<file path="src/rtl/pause_dim_ctrl.sv">
// Merges user/OSD/external pause requests and dims the picture after a long user pause.
// Latency: pause is combinational, video and sync are delayed by exactly one clk_sys.
// Backpressure: none; every register updates each cycle. PAUSE_DIM_FADE_EN selects stepped fade.
module pause_dim_ctrl #(
    parameter int NUM_EXT       = 1,
    parameter int R_W           = 3,
    parameter int G_W           = 3,
    parameter int B_W           = 2,
    parameter int DIM_TIMEOUT   = 180000000,
    parameter int MAX_SHIFT     = 2,
    parameter int FADE_INTERVAL = 4800000
) (
    input  logic                             clk_sys,
    input  logic                             reset,
    input  logic                             pause_btn,
    input  logic [NUM_EXT-1:0]               ext_pause,
    input  logic                             osd_open,
    input  logic                             osd_pause_en,
    output logic                             pause,
    output logic                             user_paused,
    output logic [$clog2(MAX_SHIFT+1)-1:0]   dim_level,
    input  logic [R_W-1:0]                   r_in,
    input  logic [G_W-1:0]                   g_in,
    input  logic [B_W-1:0]                   b_in,
    input  logic                             hs_in,
    input  logic                             vs_in,
    input  logic                             hbl_in,
    input  logic                             vbl_in,
    output logic [R_W-1:0]                   r_out,
    output logic [G_W-1:0]                   g_out,
    output logic [B_W-1:0]                   b_out,
    output logic                             hs_out,
    output logic                             vs_out,
    output logic                             hbl_out,
    output logic                             vbl_out
);
    localparam int TW = $clog2(DIM_TIMEOUT + 1);
    localparam int DW = $clog2(MAX_SHIFT + 1);
    localparam logic [TW-1:0] TIMEOUT_V = TW'(DIM_TIMEOUT);
    localparam logic [DW-1:0] MAX_V     = DW'(MAX_SHIFT);

    if (DIM_TIMEOUT < 1 || MAX_SHIFT < 1 || FADE_INTERVAL < 1) begin : g_param_check
        $error("pause_dim_ctrl: DIM_TIMEOUT, MAX_SHIFT and FADE_INTERVAL must be >= 1");
    end

    typedef enum logic [1:0] {S_BRIGHT, S_WAIT, S_FADE, S_HELD} state_t;

    state_t          state, state_nxt;
    logic            btn_prev;
    logic [TW-1:0]   timer, timer_nxt;
    logic [DW-1:0]   dim_nxt;

`ifdef PAUSE_DIM_FADE_EN
    localparam int FW = (FADE_INTERVAL > 1) ? $clog2(FADE_INTERVAL) : 1;
    localparam logic [FW-1:0] FADE_LAST = FW'(FADE_INTERVAL - 1);
    logic [FW-1:0]   fade_cnt, fade_nxt;
`endif

    assign pause = user_paused | (|ext_pause) | (osd_open & osd_pause_en);

    always_comb begin
        state_nxt = state;
        dim_nxt   = dim_level;
        timer_nxt = timer;
`ifdef PAUSE_DIM_FADE_EN
        fade_nxt  = fade_cnt;
`endif
        if (!user_paused) begin
            // Unpause restores brightness at once and forgets any partial fade.
            state_nxt = S_BRIGHT;
            dim_nxt   = '0;
            timer_nxt = '0;
`ifdef PAUSE_DIM_FADE_EN
            fade_nxt  = '0;
`endif
        end else begin
            if (timer != TIMEOUT_V) timer_nxt = timer + TW'(1);
            case (state)
                S_BRIGHT, S_WAIT: begin
                    if (timer_nxt == TIMEOUT_V) begin
`ifdef PAUSE_DIM_FADE_EN
                        dim_nxt   = DW'(1);
                        fade_nxt  = '0;
                        state_nxt = (MAX_SHIFT == 1) ? S_HELD : S_FADE;
`else
                        dim_nxt   = MAX_V;
                        state_nxt = S_HELD;
`endif
                    end else begin
                        state_nxt = S_WAIT;
                    end
                end
                S_FADE: begin
`ifdef PAUSE_DIM_FADE_EN
                    if (fade_cnt == FADE_LAST) begin
                        fade_nxt = '0;
                        dim_nxt  = dim_level + DW'(1);
                        if (dim_nxt == MAX_V) state_nxt = S_HELD;
                    end else begin
                        fade_nxt = fade_cnt + FW'(1);
                    end
`else
                    dim_nxt   = MAX_V;
                    state_nxt = S_HELD;
`endif
                end
                S_HELD: state_nxt = S_HELD;
                default: state_nxt = S_BRIGHT;
            endcase
        end
    end

    always_ff @(posedge clk_sys) begin
        if (reset) begin
            state       <= S_BRIGHT;
            btn_prev    <= 1'b1;
            user_paused <= 1'b0;
            timer       <= '0;
            dim_level   <= '0;
`ifdef PAUSE_DIM_FADE_EN
            fade_cnt    <= '0;
`endif
        end else begin
            state       <= state_nxt;
            btn_prev    <= pause_btn;
            user_paused <= user_paused ^ (pause_btn & ~btn_prev);
            timer       <= timer_nxt;
            dim_level   <= dim_nxt;
`ifdef PAUSE_DIM_FADE_EN
            fade_cnt    <= fade_nxt;
`endif
        end
    end

    // Pixel stage uses the registered level, so a level change lands on the next pixel.
    always_ff @(posedge clk_sys) begin
        if (reset) begin
            r_out   <= '0;
            g_out   <= '0;
            b_out   <= '0;
            hs_out  <= 1'b0;
            vs_out  <= 1'b0;
            hbl_out <= 1'b0;
            vbl_out <= 1'b0;
        end else begin
            r_out   <= r_in >> dim_level;
            g_out   <= g_in >> dim_level;
            b_out   <= b_in >> dim_level;
            hs_out  <= hs_in;
            vs_out  <= vs_in;
            hbl_out <= hbl_in;
            vbl_out <= vbl_in;
        end
    end
endmodule

</file>
<file path="config.mk">
export PLATFORM = sky130hd
export DESIGN_NAME = pause_dim_ctrl
export DESIGN_NICKNAME = d
export VERILOG_FILES = /design/src/rtl/pause_dim_ctrl.sv
export SDC_FILE = /design/constraint.sdc
export NUM_CORES = 1
export LEC_CHECK = 0
export BUFFER_PORTS_ARGS = -buffer_cell sky130_fd_sc_hd__buf_2
export CORE_UTILIZATION = 50
export CTS_BUF_LIST = sky130_fd_sc_hd__clkbuf_4 sky130_fd_sc_hd__clkbuf_8
export CTS_CLUSTER_DIAMETER = 100
export DETAILED_ROUTE_END_ITERATION = 8
export PLACE_DENSITY_LB_ADDON = 0.25
export SLEW_MARGIN = 20
export SYNTH_ARGS = -nofsm -noshare
export SYNTH_HDL_FRONTEND = slang
export SYNTH_SLANG_ARGS = --single-unit
</file>
<file path="constraint.sdc">
create_clock -name clk_sys -period 5.9 [get_ports clk_sys]
set_clock_uncertainty 0.1 [all_clocks]
set_input_delay 0.295 -clock clk_sys [delete_from_list [all_inputs] [get_ports clk_sys]]
set_output_delay 0.295 -clock clk_sys [all_outputs]
set_load 0.1 [all_outputs]
</file>
### Word-level counts from Yosys, hierarchy flattened

Cells that the tools add are included.

* word-level logic and storage cells: 41
* bits in registers: 46
* output and inout bits: 16

* muxes and demuxes: 6
* bitwise gates (word level): 7
* equality and inequality tests: 6
* shift-type cells: 3
* $add $sub $neg: 1
* reduce and logical (&&, ||, !) cells: 6

Operators with widths (number)
* 28-bit two-way mux: 2
* 28-bit by 1-bit adder with 28-bit output, second input constant: 1
* 28-bit equality test, second input constant: 1
* 28-bit != test, second input constant: 1
* 2-bit case mux with 2 select lines: 2
* 2-bit OR reduction: 3
* 3-bit by 2-bit right shift with 3-bit output: 2
* 2-bit equality test, second input constant: 2
* 2-bit two-way mux: 2
* 1-bit AND: 2
* 2-bit by 1-bit equality test with 1-bit output, second input constant: 1
* 2-bit zero test: 1
* 2-bit != test, second input constant: 1
* 1-bit NOT: 2
* 1-bit bitwise OR: 2
* 2-bit AND reduction: 1
* 2-bit nonzero test: 1
* 2-bit by 2-bit right shift with 2-bit output: 1
* 1-bit XOR: 1

### Logic depth before layout (Yosys ltp)

Gate-level depths: netlist (run 1).

* depth after elaboration: 6
* gate-level depth with buffers: 10

### Worst setup path before layout (run 1)

OpenSTA, ideal clock, no wires.

* path type: reg-to-reg
* start point: register user_paused
* end point: register dim_level[1]
* path slack: 3.414 ns
* buffers on the path: 1
* required time: 5.743 ns
* data arrival time: 2.329 ns
* library setup time: 0.057 ns
* stages on the path, launching flop included: 8
* clock period less this slack: 2.486 ns
* cell sequence: dfxtp_1 nand2b_1 clkbuf_1 or4_1 nand2_1 nor4b_2 and4b_1 a21o_1

* longest elaborated chain between the ends: 2

Ends and longest elaborated chain
* start: declaration: line 20 `output logic user_paused,`
* start signal: assignment: line 126 `user_paused <= user_paused ^ (pause_btn & ~btn_prev);`
* 1-bit NOT (no source line)
* 2-bit OR reduction (no source line)
* end signal: assignment: line 128 `dim_level <= dim_nxt;`
* end: declaration: line 21 `output logic [$clog2(MAX_SHIFT+1)-1:0] dim_level,`

No other way between the ends.
A chain may end at the register's enable or synchronous reset.

### Worst setup path in the final report (run 1)

* start point: register timer[1]
* end point: register dim_level[1]

* longest elaborated chain between the ends: 6

Ends and longest elaborated chain
* start: declaration: line 50 `logic [TW-1:0] timer, timer_nxt;`
* start signal: assignment: line 127 `timer <= timer_nxt;`
* 28-bit by 1-bit adder with 28-bit output / 28-bit != test (equally long branches): line 77 `if (timer != TIMEOUT_V) timer_nxt = timer + TW'(1);`
* 28-bit two-way mux *: line 77
* 28-bit two-way mux *: line 68 `if (!user_paused) begin`
* 28-bit equality test *: line 80 `if (timer_nxt == TIMEOUT_V) begin`
* 2-bit != test (no source line) *
* 2-bit AND reduction (no source line) *

Mark *: on every way between the ends. The rest lies on a longest branch, timed or not. The select of a mux whose other input is x is not followed.

==> flow_results.org, run 1 <==
** Critical path
- Grouping stages by cell kind, the critical path spends the most delay in simple AND/OR/NAND/NOR gates.
- Slowest cell on the critical path :: or3_1
- STA classifies the critical path endpoint as a flip-flop.
- Critical path class :: reg2reg
- For the worst setup path, the data arrival time is 2.93 ns.
- Together, buffers and inverters on the worst path number 0.
- Slowest Stage Delay on Critical Path :: 0.53 ns
- Largest driver fanout on the critical path :: 10
- Critical path cell sequence :: ha_1 > nand2_1 > or3_1 > nor4_4 > mux2i_1 > nor4b_2 > and4b_1 > a21o_1
- STA puts the critical path data required time at 6.04 ns.
- The worst setup path is launched from a flip-flop.

** Route
- Using the TritonRoute via totals, the vias-per-cell ratio works out to 5.40.
- Number of search-and-repair iterations in the first detailed-routing pass :: 4
- Vias post-DR :: 1,830
- Drt drc :: 0
- After detailed routing, the average wire length per cell comes to 13.1 um.
- The first routing iteration left 106 violations.
- Summed over all layers, the routed wires come to 4430 um.
- Once detail routing completed, the nets flagged for antenna violations numbered 0.

** Synthesis
- Async set or reset register ratio after synthesis :: 0%
- Yosys attributes the largest share of cell area to dfxtp_1, nor2_1, xnor2_1.
- Among all flip-flop cells after synthesis, the most frequent one is dfxtp_1.
- Post-synthesis sequential element count :: 45
- Biggest area consumer among synthesized cells :: dfxtp_1
- Of the synthesized area, sequential elements account for 39.9%.
- Post-synthesis cell type count :: 52
- Count of flip-flops with a built-in enable after synthesis :: 0
- The synthesized design devotes to its leading area cell type 39.9% of total area.
- Each instance of the synthesized netlist takes up on average 8.62 um^2.
- In this run the cell area of the synthesized design comes to 2260 um^2.
- Number of warning messages in the yosys log :: 0
- Gate count of the mapped netlist :: 262
- Number of nets in the synthesized netlist :: 282

** Timing
- Transition at the pin with the smallest max-transition slack :: 1.02 ns
- Worst-case hold slack :: 0.0897 ns
- Worst slew margin :: 31.7%
- Total Negative Setup Slacks :: 0 ns
- Max-slew violation count :: 0
- Once routing completed, OpenROAD measured the worst setup slack at 3.12 ns.
- The hold violation total from the final report was 0.
- Min cycle time layout :: 2.78 ns
- Fmax achieved :: 359 MHz
- Of the available clock period, the critical path in the final layout requires 47.2%.
- Setup repair after global routing left no endpoint under its margin.
- Setup violations remaining at the end of the flow were counted as 0.

** Power and ir drop
- VDD IR max :: 131 uV
- NetSw :: 0.158 mW
- The share of total power dissipated in combinational logic is 11.1%.
- Power spread over the standard cell area amounts to 227 nW/um^2.
- Tot Pwr :: 0.568 mW
- The internal portion of the total power is 0.409 mW.
- Fraction of power spent switching nets :: 27.9%
- Sequential cells burn 54.8% of the power.
- Share of total power in the clock network :: 34.1%
- Total leakage power :: 0.875 nW

** CTS
- Clock slew at the register clock pins of the worst setup and hold paths :: 0.09 ns
- Deepest clock path buffer count :: 2
- TritonCTS built the clock tree.
- In this run the clock root is driven by a clkbuf_8.
- Number of buffers inserted to repair setup after CTS :: 0
- Once the clock tree was built, the resizer swapped 0 gates to a different size.
- H-tree lvl count :: 2
- CTS sink cnt :: 45
- In this run, CTS created clock tree buffers numbering 5.
- Clock network latency to the later pin of the worst-skew pair :: 0.30 ns
- CTS Hold Bufs :: 0

** Global route
- Global-route congestion overflow total :: 0
- Largest net degree at the start of global routing :: 28
- GRT Resource Usage Total :: 19.3%
- Number of global-route vias before repair :: 1,558
- The first global-routing pass estimated 7420 um of wire.
- Antenna violations before repair :: 0

** Floorplan
- Measured along the x axis, the die boundary spans 69.2 um.
- The floorplan has 24 rows.
- Total I/O pin count :: 34
- Die outline area :: 4790 um^2
- Initial Utilization :: 51.8%
- Die Span Y :: 69.2 um
- The floorplan step defined a core boundary enclosing 4350 um^2.

** Finish
- Core occupancy in the finished layout :: 57.3%
- Fin nets :: 306
- The repair_antennas step left the layout with diodes totalling 0.
- The finished cells cover 2500 um^2.
- Counting the fill cells in the layout gives 410.
- Number of non-filler instances in the completed layout :: 339
- The area growth from synthesis to layout is 10.6%.
- Cells with a size suffix above 1 make up 17.4% of the layout.

** Place
- Final weighted congestion of routability-driven global placement :: 0.860
- Cell Count Post-Placement :: 331
- Count of input and output buffers :: 32
- OpenSTA, run right after detailed placement, puts the worst setup slack at 3.15 ns.
- Estimated wirelength of the detail-placed design :: 3270 um
- In this run the cell area measured after placement is 2400 um^2.

** Run status
- The run finished with clean final reports.

** Run
- Max-cap check violation count :: 0

** Min path
- Worst min path class :: in2reg
-- cell type report --
cell class / count / area, um^2 / area share [%]
Clock inverter: 2 / 15.0 / 0.602
Inverter: 6 / 22.5 / 0.902
Clock buffer: 6 / 76.3 / 3.06
Timing Repair Buffer: 32 / 160 / 6.42
Tap cell: 52 / 65.1 / 2.61
Sequential cell: 45 / 901 / 36.1
Multi-Input combinational cell: 196 / 1260 / 50.3
-- Yosys cell counts (all sizes together), types with 3 or more instances --
library cell,instances
xnor2,17
buf,7
nand2,19
or3,3
clkbuf,8
o21ai,5
nand3,9
mux2i,4
inv,6
and4,3
and2,10
or4,3
nand4,11
and3,6
dfxtp,45
o211ai,3
nand2b,4
nor2,40
nor4b,3
nor3,8
xor2,10
nor2b,7
-- layer usage --
| metal | routed length [um] | vias up | track usage, % | share of wire [%] |
|---|---|---|---|---|
| met2 | 1980 | 25 | 27.6 | 45 |
| met4 | 46 | 0 | 4.99 | 1.0 |
| met1 | 2220 | 854 | 28.7 | 50 |
| met3 | 181 | 4 | 5.23 | 4.1 |
| met5 | 0 | - | 0 | 0 |
| li1 | - | 947 | - | - |
-- power by group through the flow --
| stage | Combinational [mW] | Sequential (mW) | Clock, mW |
|---|---|---|---|
| 2_1_floorplan | 0.0171 | 0.353 | 0 |
| 3_3_place_gp | 0.0630 | 0.318 | 0 |
| 3_5_place_dp | 0.0634 | 0.318 | 0 |
| 4_1_cts | 0.0635 | 0.311 | 0.198 |
| 5_1_grt | 0.0656 | 0.312 | 0.214 |
| 6_report | 0.0631 | 0.311 | 0.194 |
-- worst paths after layout --
path / from / end / slack (ns) / cells past startpoint
worst min register to register: state[1] / state[1] / 0.43 / 1
worst max-delay path: timer[1] / dim_level[1] / 3.12 / 8
worst max register to register: timer[1] / dim_level[1] / 3.12 / 8
worst min-delay path: g_in[1] / g_out[1] / 0.09 / 2
-- layout by cell type (no fill, tap or decap), types with 2 or more instances in the layout --
master	count
xor2_1	10
mux2i_1	4
nor3_1	7
nor2_1	40
dfxtp_1	45
xnor2_1	17
and2_1	10
o211ai_1	3
nand2_1	19
inv_1	6
a21o_1	2
clkinvlp_4	2
buf_2	32
ha_1	2
nor2b_1	7
a21oi_1	2
nand4b_1	2
a31oi_1	2
o21ai_0	5
nand3_1	7
nand2b_1	4
nor4b_2	2
or2_2	2
or3_1	3
nand3_2	2
clkbuf_8	5
or4_1	3
and3_1	6
and4_1	3
a311oi_1	2
nand4_1	11
-- sequential cells by signal, indices dropped and copies added, names as in the netlist --
register and count:
user_paused 1, dim_level 1, btn_prev 1, g_out 3, state 2, b_out 2
vbl_out 1, vs_out 1, r_out 3, hbl_out 1, hs_out 1, timer 28
-- logic make-up (layout without fill, tap and decap cells) --
group                    count (synthesis)  in the layout  synth area share [%]
XOR/XNOR                                27             27                  10.5
flip-flops                              45             45                  39.9
adder cells (fa/ha/maj)                  2              2                  1.11
multiplexers                             5              5                  2.27
other                                    1              1                 0.166
AND/OR/NAND/NOR                        137            137                  34.0
buffers and inverters                   21             46                  4.43
AO/OA/AOI/OAI                           24             24                  7.59
-- worst register-to-register path, cell delays in order (launching register included) --
cell and delay, ns:
dfxtp_1 0.44, ha_1 0.38, nand2_1 0.14, or3_1 0.53
nor4_4 0.37, mux2i_1 0.13, nor4b_2 0.32, and4b_1 0.23
a21o_1 0.11
No activity file was read; power rests on OpenSTA's default activity.
==> inputs of run 2 (changes only) <==
ABC_AREA = 1   (was default)
clock period = 2.55 ns   (was 5.9 ns; I/O delays follow)
==> flow_results.org, run 2 <==
** Timing
- Hold violation total from the final report :: 0 (unchanged)
- Total Negative Setup Slacks :: 0 ns (unchanged)
- Final Setup Violations :: 0 (unchanged)
- Max-slew violation count :: 0 (unchanged)
- The slew at the pin closest to its max-slew limit was 0.883 ns (-0.141 ns).
- Fmax achieved :: 450 MHz (+25%)
- Min cycle time layout :: 2.22 ns (-0.562 ns)
- Unrepaired setup endpoints after global routing :: no
- Minimum setup slack in the final design :: 0.329 ns (-2.79 ns)
- The worst slew slack as a fraction of its limit is 41.0% (+9.3 points).
- Share of the clock period used by the worst path after layout :: 87.1% (+40 points)

** Place
- The worst setup timing slack at the placement stage is 0.353 ns (-2.80 ns).
- The HPWL reported at the end of detailed placement is 4210 um (+29%).
- Count of input and output buffers :: 32 (unchanged)
- Final weighted congestion of routability-driven global placement :: 0.921 (+7.1%)

** Synthesis
- Synthesized cell area :: 2350 um^2 (+4.3%)
- After synthesis, the most frequently instantiated cells are nand2_1, nor2_1, inv_1.
- The net count after synthesis came to 392 (+39%).
- The portion of the post-synthesis area used by sequential elements was 38.3% (-1.6 points).
- The post-synthesis mux area share came to 0% (-2.3 points).
- Fraction of the mapped netlist area in compound gates :: 4.84% (-2.8 points)
- Number of warning messages in the yosys log :: 0 (unchanged)
- The number of distinct standard cells referenced by the synthesized netlist was 25 (-52%).
- In the post-synthesis netlist, the cell with the most instances is nand2_1.
- The number of enable-type register cells in the synthesized netlist is 0 (unchanged).
- Gate count of the mapped netlist :: 372 (+42%)
- After synthesis, the largest family of logic cells by area is simple AND/OR/NAND/NOR gates.
- The synthesized-area fraction occupied by adder cells came to 1.06% (-0.045 points).
- Post-synthesis sequential element count :: 45 (unchanged)
- The synthesized design spends more area on one cell type than any other, namely dfxtp_1.
- Synthesized-area fraction occupied by and/or/nand/nor cells :: 43.0% (+9.0 points)
- Async set or reset register ratio after synthesis :: 0% (unchanged)
- The area share of the largest cell type after synthesis was 38.3% (-1.6 points).
- The fraction of synthesized cell area in xor and xnor cells came to 3.72% (-6.8 points).
- The average cell area after synthesis came to 6.33 um^2 (-27%).
- Flip-flop cell with the highest count after synthesis :: dfxtp_1
- By area the synthesized netlist is led by dfxtp_1, nand2_1, nor2_1.

** Critical path
- Required time at the worst-slack endpoint :: 2.66 ns (-3.38 ns)
- Worst setup SP type :: flip-flop
- Worst Setup End Kind :: flip-flop
- Worst R2R End :: dim_level[1]
- Largest driver fanout on the critical path :: 6 (-4)
- The largest incremental delay on the critical path is 0.43 ns (-0.10 ns).
- Tracing the worst setup path back leads to its startpoint at timer[0].
- CP most frequent cell :: nand2_1
- Data arrival time of the critical path :: 2.33 ns (-0.60 ns)
- The critical path ends at dim_level[1].
- Critical path class :: reg2reg
- The worst reg2reg path depth came to 16 (+8).
- The slowest stage of the critical path belongs to the cell dfxtp_1.
- Critical path cell sequence :: ha_1 > nand2_1 > nor2_2 > nand2_1 > nor2_1 > nand3_1 > nand2_1 > nand2_1 > nand2_1 > nor2_1 > nand2_1 > nor2_1 > nand2_1 > nand2_1 > nand3_1 > nand2_1
- Reg-to-Reg Start :: timer[0]
- Flop2flop setup slack :: 0.33 ns (-2.79 ns)

** CTS
- The CTS clock-pin slew for the worst setup and hold paths is 0.09 ns (about the same).
- CTS sink cnt :: 45 (unchanged)
- The level count of the clock H-tree was 2 (unchanged).
- The total clock buffers created by CTS is 5 (unchanged).
- TritonCTS clock tree :: built
- Deepest clock path buffer count :: 2 (unchanged)
- In this run the clock root is driven by a clkbuf_8.
- The clock latency on the worst-skew pair came to 0.30 ns (about the same).

** Floorplan
- Total I/O pin count :: 34 (unchanged)
- Core ar. :: 4440 um^2 (+2.1%)
- The die height was 70.6 um (+2.0%).
- FP Rows :: 24 (unchanged)
- Initial Utilization :: 53.0% (+1.1 points)
- The overall die width is 70.6 um (+2.0%).
- Die outline area :: 4990 um^2 (+4.1%)

** Power and ir drop
- VDD IR max :: 402 uV (+210%)
- Power Dens Cells :: 475 nW/um^2 (+110%)
- Total leakage power :: 1.13 nW (+29%)
- Tot Pwr :: 1.33 mW (+130%)

** Finish
- Commonest non-fill, non-tap cell in the layout :: nand2_1
- Filler Cell Count :: 408 (-0.49%)
- Top library cells by usage in the layout, fill and taps aside :: nand2_1, nor2_1, inv_1, dfxtp_1, buf_2
- The fraction of final layout cells sized beyond drive strength 1 was 12.8% (-4.7 points).
- The largest registers in the layout are timer x28, g_out x3, r_out x3.
- Fin nets :: 442 (+44%)
- The antenna diode count came to 0 (unchanged).
- The flip-flop count of the largest register after layout was 28 (unchanged).
- The utilization of the core after routing was 63.2% (+5.9 points).
- The area growth from synthesis to layout is 19.4%.
- Largest reg by FF count :: timer

** Route
- The remaining antenna violation count was 0 (unchanged).
- The number of DRC violations after detailed routing was 0 (unchanged).
- The total number of vias is 2,424 (+32%).
- Total routed wirelength :: 5840 um (+32%)
- Number of search-and-repair iterations in the first detailed-routing pass :: 4 (unchanged)
- Avg WL per Cell :: 12.3 um (-5.9%)
- Post-detailed-route via-to-cell ratio :: 5.10 (-5.5%)
- The number of DRC markers in iteration 0 came to 271 (+160%).

** Global route
- First-pass GRT wire length :: 10,000 um (+35%)
- The overall fraction of global-route tracks in use is 25.4% (+6.1 points).
- Largest net degree at the start of global routing :: 30 (+7.1%)
- Antenna violations before repair :: 0 (unchanged)
- Number of global-route vias before repair :: 2,274 (+46%)
- The total global routing overflow came to 0 (unchanged).

** Run
- Max-cap check violation count :: 0 (unchanged)

** Min path
- Worst min path class :: in2reg

** Run status
- The flow ran to the end, and the final reports show no timing, DRC or antenna violations.
run 2: worst max-delay path: cells and delay by family, from the launching register on:
kind	cells	cell delay (ns)
flops	1	0.43
simple gates	15	1.35
fa+ha+maj	1	0.24
run 2: area by class of cell:
class | instances | area [um^2] | area share (%)
clock buffers | 5 | 68.8 | 2.45
clock inverters | 3 | 17.5 | 0.624
inverters | 49 | 184 | 6.55
multi-input cells | 272 | 1240 | 44.2
flip-flops and latches | 45 | 901 | 32.1
well taps | 52 | 65.1 | 2.32
repair buffers | 49 | 330 | 11.8
run 2: how the worst min path moves through the flow:
stage	from	end	slack (ns)	depth (start not counted)
2_1_floorplan	hbl_in	hbl_out	0.13	2
3_3_place_gp	vbl_in	vbl_out	0.23	3
3_5_place_dp	vbl_in	vbl_out	0.23	3
4_1_cts	r_in[0]	r_out[0]	0.005	3
5_1_grt	r_in[0]	r_out[0]	0.04	3
6_report	r_in[0]	r_out[0]	0.01	3
run 2: logic make-up (layout without fill, tap and decap cells):
| kind of cell | after synthesis | in the layout |
|---|---|---|
| buf+inv | 55 | 106 |
| simple gates | 238 | 238 |
| other cells | 1 | 1 |
| flops | 45 | 45 |
| compound gates | 21 | 21 |
| fa+ha+maj | 2 | 2 |
| xor+xnor | 10 | 10 |
run 2: metrics by stage:
stage	hold WS, ns	cells	cell area, um^2
floorplan	0.134	372	2350
global placement	0.226	450	2550
detailed placement	0.234	450	2550
CTS	0.00505	475	2810
global route	0.0392	475	2810
finish	0.0122	475	2810
run 2: routing by layer:
layer / global-route usage [%] / wire, um / vias up
li1: - / - / 1238
met5: 0 / 0 / -
met1: 31.8 / 2580 / 1068
met3: 5.70 / 458 / 10
met4: 8.44 / 153 / 0
met2: 43.6 / 2650 / 108
run 2: what timing repair did:
action	4_1_cts	5_1_grt
buffers inserted	0	0
gates resized for setup	0	0
endpoints found under the hold margin	14	0
hold buffers	17	0
run 2: power breakdown:
part           switching (mW)  internal, mW
registers             0.00399         0.715
clock network           0.259         0.190
logic                   0.125        0.0417
==> inputs of run 3 (changes only) <==
==> constraint.sdc (replaced) <==
create_clock -name clk_sys -period 2.55 [get_ports clk_sys]
set_clock_uncertainty 0.1 [all_clocks]
set_input_delay 0.3825 -clock clk_sys [delete_from_list [all_inputs] [get_ports clk_sys]]
set_output_delay 0.3825 -clock clk_sys [all_outputs]
set_load 0.1 [all_outputs]
==> flow_results.org, run 3 (same netlist as run 2, synthesis figures left out) <==
** CTS
- CTS sink cnt :: 45 (unchanged)
- CTS Hold Bufs :: 0 (-17)
- Deepest clock path buffer count :: 2 (unchanged)
- Clock network latency to the later pin of the worst-skew pair :: 0.31 ns (about the same)
- TritonCTS buffer count :: 5 (unchanged)
- The CTS clock-pin slew for the worst setup and hold paths was 0.09 ns (about the same).
- The tree is rooted in a clkbuf_8.
- H-tree lvl count :: 2 (unchanged)
- The number of gates resized after CTS was 0 (unchanged).
- Number of buffers inserted to repair setup after CTS :: 0 (unchanged)
- TritonCTS clock tree :: built

** Route
- The remaining antenna violation count came to 0 (unchanged).
- Vias post-DR :: 2,294 (-5.4%)
- Avg WL per Cell :: 11.7 um (-4.9%)
- The ratio of routed vias to standard cells came to 5.00 (-2.1%).
- The count of TritonRoute iterations in the first routing pass was 4 (unchanged).
- The routed wire length came to 5370 um (-8.1%).
- Number of design-rule violations left by the first detailed-router iteration :: 214 (-21%)
- The number of DRC violations after detailed routing came to 0 (unchanged).

** Critical path
- Worst Setup End Kind :: flip-flop
- Flop2flop setup slack :: 0.33 ns (about the same)
- Slowest cell on the critical path :: dfxtp_1
- Logic depth of the worst path, buffers included :: 16 (unchanged)
- The worst setup path is launched from a flip-flop.
- In this run the critical register-to-register path is captured at dim_level[1].
- Data arrival time of the critical path :: 2.33 ns (about the same)
- CP most frequent cell :: nand2_1
- Reg-to-Reg Start :: timer[0]
- The largest incremental delay on the critical path came to 0.43 ns (about the same).
- Walking the worst path, the cells encountered are ha_1 > nand2_1 > nor2_2 > nand2_1 > nor2_1 > nand3_1 > nand2_1 > nand2_1 > nand2_1 > nor2_1 > nand2_1 > nor2_1 > nand2_1 > nand2_1 > nand3_1 > nand2_1.
- The critical path data required time was 2.66 ns (about the same).
- FF-to-FF path depth :: 16 (unchanged)
- The kind of cell with the highest combined delay along the critical path is simple AND/OR/NAND/NOR gates.
- By startpoint and endpoint, the worst setup path is classified as reg2reg.
- Buffering stage count on the worst path with inverters included :: 0 (unchanged)
- Largest driver fanout on the critical path :: 6 (unchanged)

** Power and ir drop
- Proportion of power drawn by flip-flops and latches :: 49.8% (-4.1 points)
- The internal power contribution is 1.07 mW (+13%).
- The clock network fraction of design power is 40.2% (+6.6 points).
- Power Dens Cells :: 539 nW/um^2 (+13%)
- Fraction of power spent switching nets :: 25.9% (-3.2 points)
- NetSw :: 0.374 mW (-3.5%)
- The peak supply drop came to 341 uV (-15%).
- The part of the total power dissipated in combinational logic came to 10.0% (-2.5 points).
- The leakage power figure came to 1.07 nW (-4.8%).

** Finish
- Largest register FFs :: 28 (unchanged)
- Number of non-filler instances in the completed layout :: 459 (-3.4%)
- Filler Cell Count :: 416 (+2.0%)
- Top library cells by usage in the layout, fill and taps aside :: nand2_1, nor2_1, inv_1, dfxtp_1, buf_2
- The number of nets in the layout was 426 (-3.6%).
- Antenna Diode Count :: 0 (unchanged)
- Commonest non-fill, non-tap cell in the layout :: nand2_1
- timer holds more flip-flops than any other register.
- From synthesis to final layout, the design area changed by 13.9%.
- The fraction of final layout cells sized beyond drive strength 1 is 13.5% (+0.75 points).
- The largest registers in the layout are timer x28, g_out x3, r_out x3.

** Timing
- The number of setup violations in the final report came to 0 (unchanged).
- Total Negative Setup Slacks :: 0 ns (unchanged)
- Fmax achieved :: 450 MHz (-0.15%)
- Max-slew violation count :: 0 (unchanged)
- Share of the clock period used by the worst path after layout :: 87.2% (+0.13 points)
- Hold violation total from the final report :: 0 (unchanged)
- The final critical path time including I/O delays and setup came to 2.22 ns (+0.00338 ns).
- Setup repair after global routing left no endpoint under its margin.

** Place
- The placer's final routability congestion estimate came to 0.922 (about the same).
- The HPWL reported at the end of detailed placement came to 4150 um (-1.4%).
- The count of input and output buffers is 32 (unchanged).
- Cell Count Post-Placement :: 451 (+0.22%)

** Global route
- The global routing stage identified its most utilized layer as met2.
- The met1 global-route usage came to 29.8% (-2.0 points).
- The overall fraction of global-route tracks in use came to 24.1% (-1.3 points).
- Largest net degree at the start of global routing :: 30 (unchanged)
- Number of global-route vias before repair :: 2,249 (-1.1%)
- The number of antenna violations at the first check in global routing came to 0 (unchanged).
- The total global routing overflow is 0 (unchanged).
- First-pass GRT wire length :: 9460 um (-5.5%)
- The fraction of met3 tracks used by global routing came to 4.56% (-1.1 points).
- The global routing met2 resource utilization was 42.1% (-1.5 points).

** Floorplan
- Total I/O pin count :: 34 (unchanged)
- Die outline area :: 4990 um^2 (unchanged)
- The initial standard-cell utilization of the core came to 53.0% (unchanged).
- FP Rows :: 24 (unchanged)
- Die Span Y :: 70.6 um (unchanged)
- The overall die width came to 70.6 um (unchanged).
- The area of the core was 4440 um^2 (unchanged).

** Min path
- Hold Path End :: hs_out
- Startpoint of the lowest-slack hold path :: hs_in
- Number of cells on the worst hold path :: 3 (unchanged)
- Worst min path class :: in2reg

** Run
- Max-cap check violation count :: 0 (unchanged)

** Run status
- Run status :: complete, no violations
run 3: changes by cell type in the layout (fill, tap and decap cells not counted):
cell and change:
buf_4 +1, bufinv_16 +1, clkbuf_4 +1, clkbuf_8 +1, clkinv_2 -2, clkinvlp_4 -1
dlygate4sd3_1 -17
run 3: power groups by stage:
stage               Sequential, mW  Combinational [mW]  Clock, mW
finish                       0.718               0.145      0.581
global route                 0.720               0.152      0.627
detailed placement           0.735               0.145          0
CTS                          0.719               0.145      0.591
global placement             0.735               0.144          0
floorplan                    0.815              0.0385          0
run 3: cell type report:
cell class | count | area [um^2] | area share (%)
Inverter | 49 | 184 | 6.86
Timing Repair Buffer | 33 | 168 | 6.26
Sequential cell | 45 | 901 | 33.6
Clock buffer | 7 | 90.1 | 3.36
Tap cell | 52 | 65.1 | 2.43
Multi-Input combinational cell | 272 | 1240 | 46.4
Clock inverter | 1 | 30.0 | 1.12
run 3: worst max path at each step:
| stage | from | endpoint | slack [ns] |
|---|---|---|---|
| after floorplan | user_paused | pause | 0.35 |
| after global placement | timer[0] | dim_level[1] | 0.38 |
| after detailed placement | timer[0] | dim_level[1] | 0.36 |
| after CTS | timer[0] | dim_level[1] | 0.35 |
| after global routing | timer[0] | dim_level[1] | 0.10 |
| final | timer[0] | dim_level[1] | 0.33 |
run 3: worst register-to-register path, stage by stage, from the launching register on:
cell     delay, ns
dfxtp_1       0.43
ha_1          0.25
nand2_1       0.08
nor2_2        0.13
nand2_1       0.15
nor2_1        0.27
nand3_1       0.12
nand2_1       0.10
nand2_1       0.06
nand2_1       0.07
nor2_1        0.05
nand2_1       0.05
nor2_1        0.04
nand2_1       0.07
nand2_1       0.05
nand3_1       0.06
nand2_1       0.04
run 3: routing by layer:
| metal | vias to the layer above | share of wire, % |
|---|---|---|
| li1 | 1207 | - |
| met1 | 993 | 46 |
| met2 | 85 | 46 |
| met3 | 9 | 6.5 |
| met4 | 0 | 1.8 |
| met5 | - | 0 |
run 3: per-stage QoR:
step	setup slack [ns]	hold slack [ns]	utilization, %	cell area, um^2	power (mW)
final	0.325	0.177	60.3	2680	1.44
after global routing	0.102	0.179	60.3	2680	1.50
after CTS	0.353	0.172	60.3	2680	1.45
after detailed placement	0.360	0.375	57.6	2560	0.880
after global placement	0.375	0.370	57.6	2560	0.879
after floorplan	0.351	0.350	-	2350	0.853
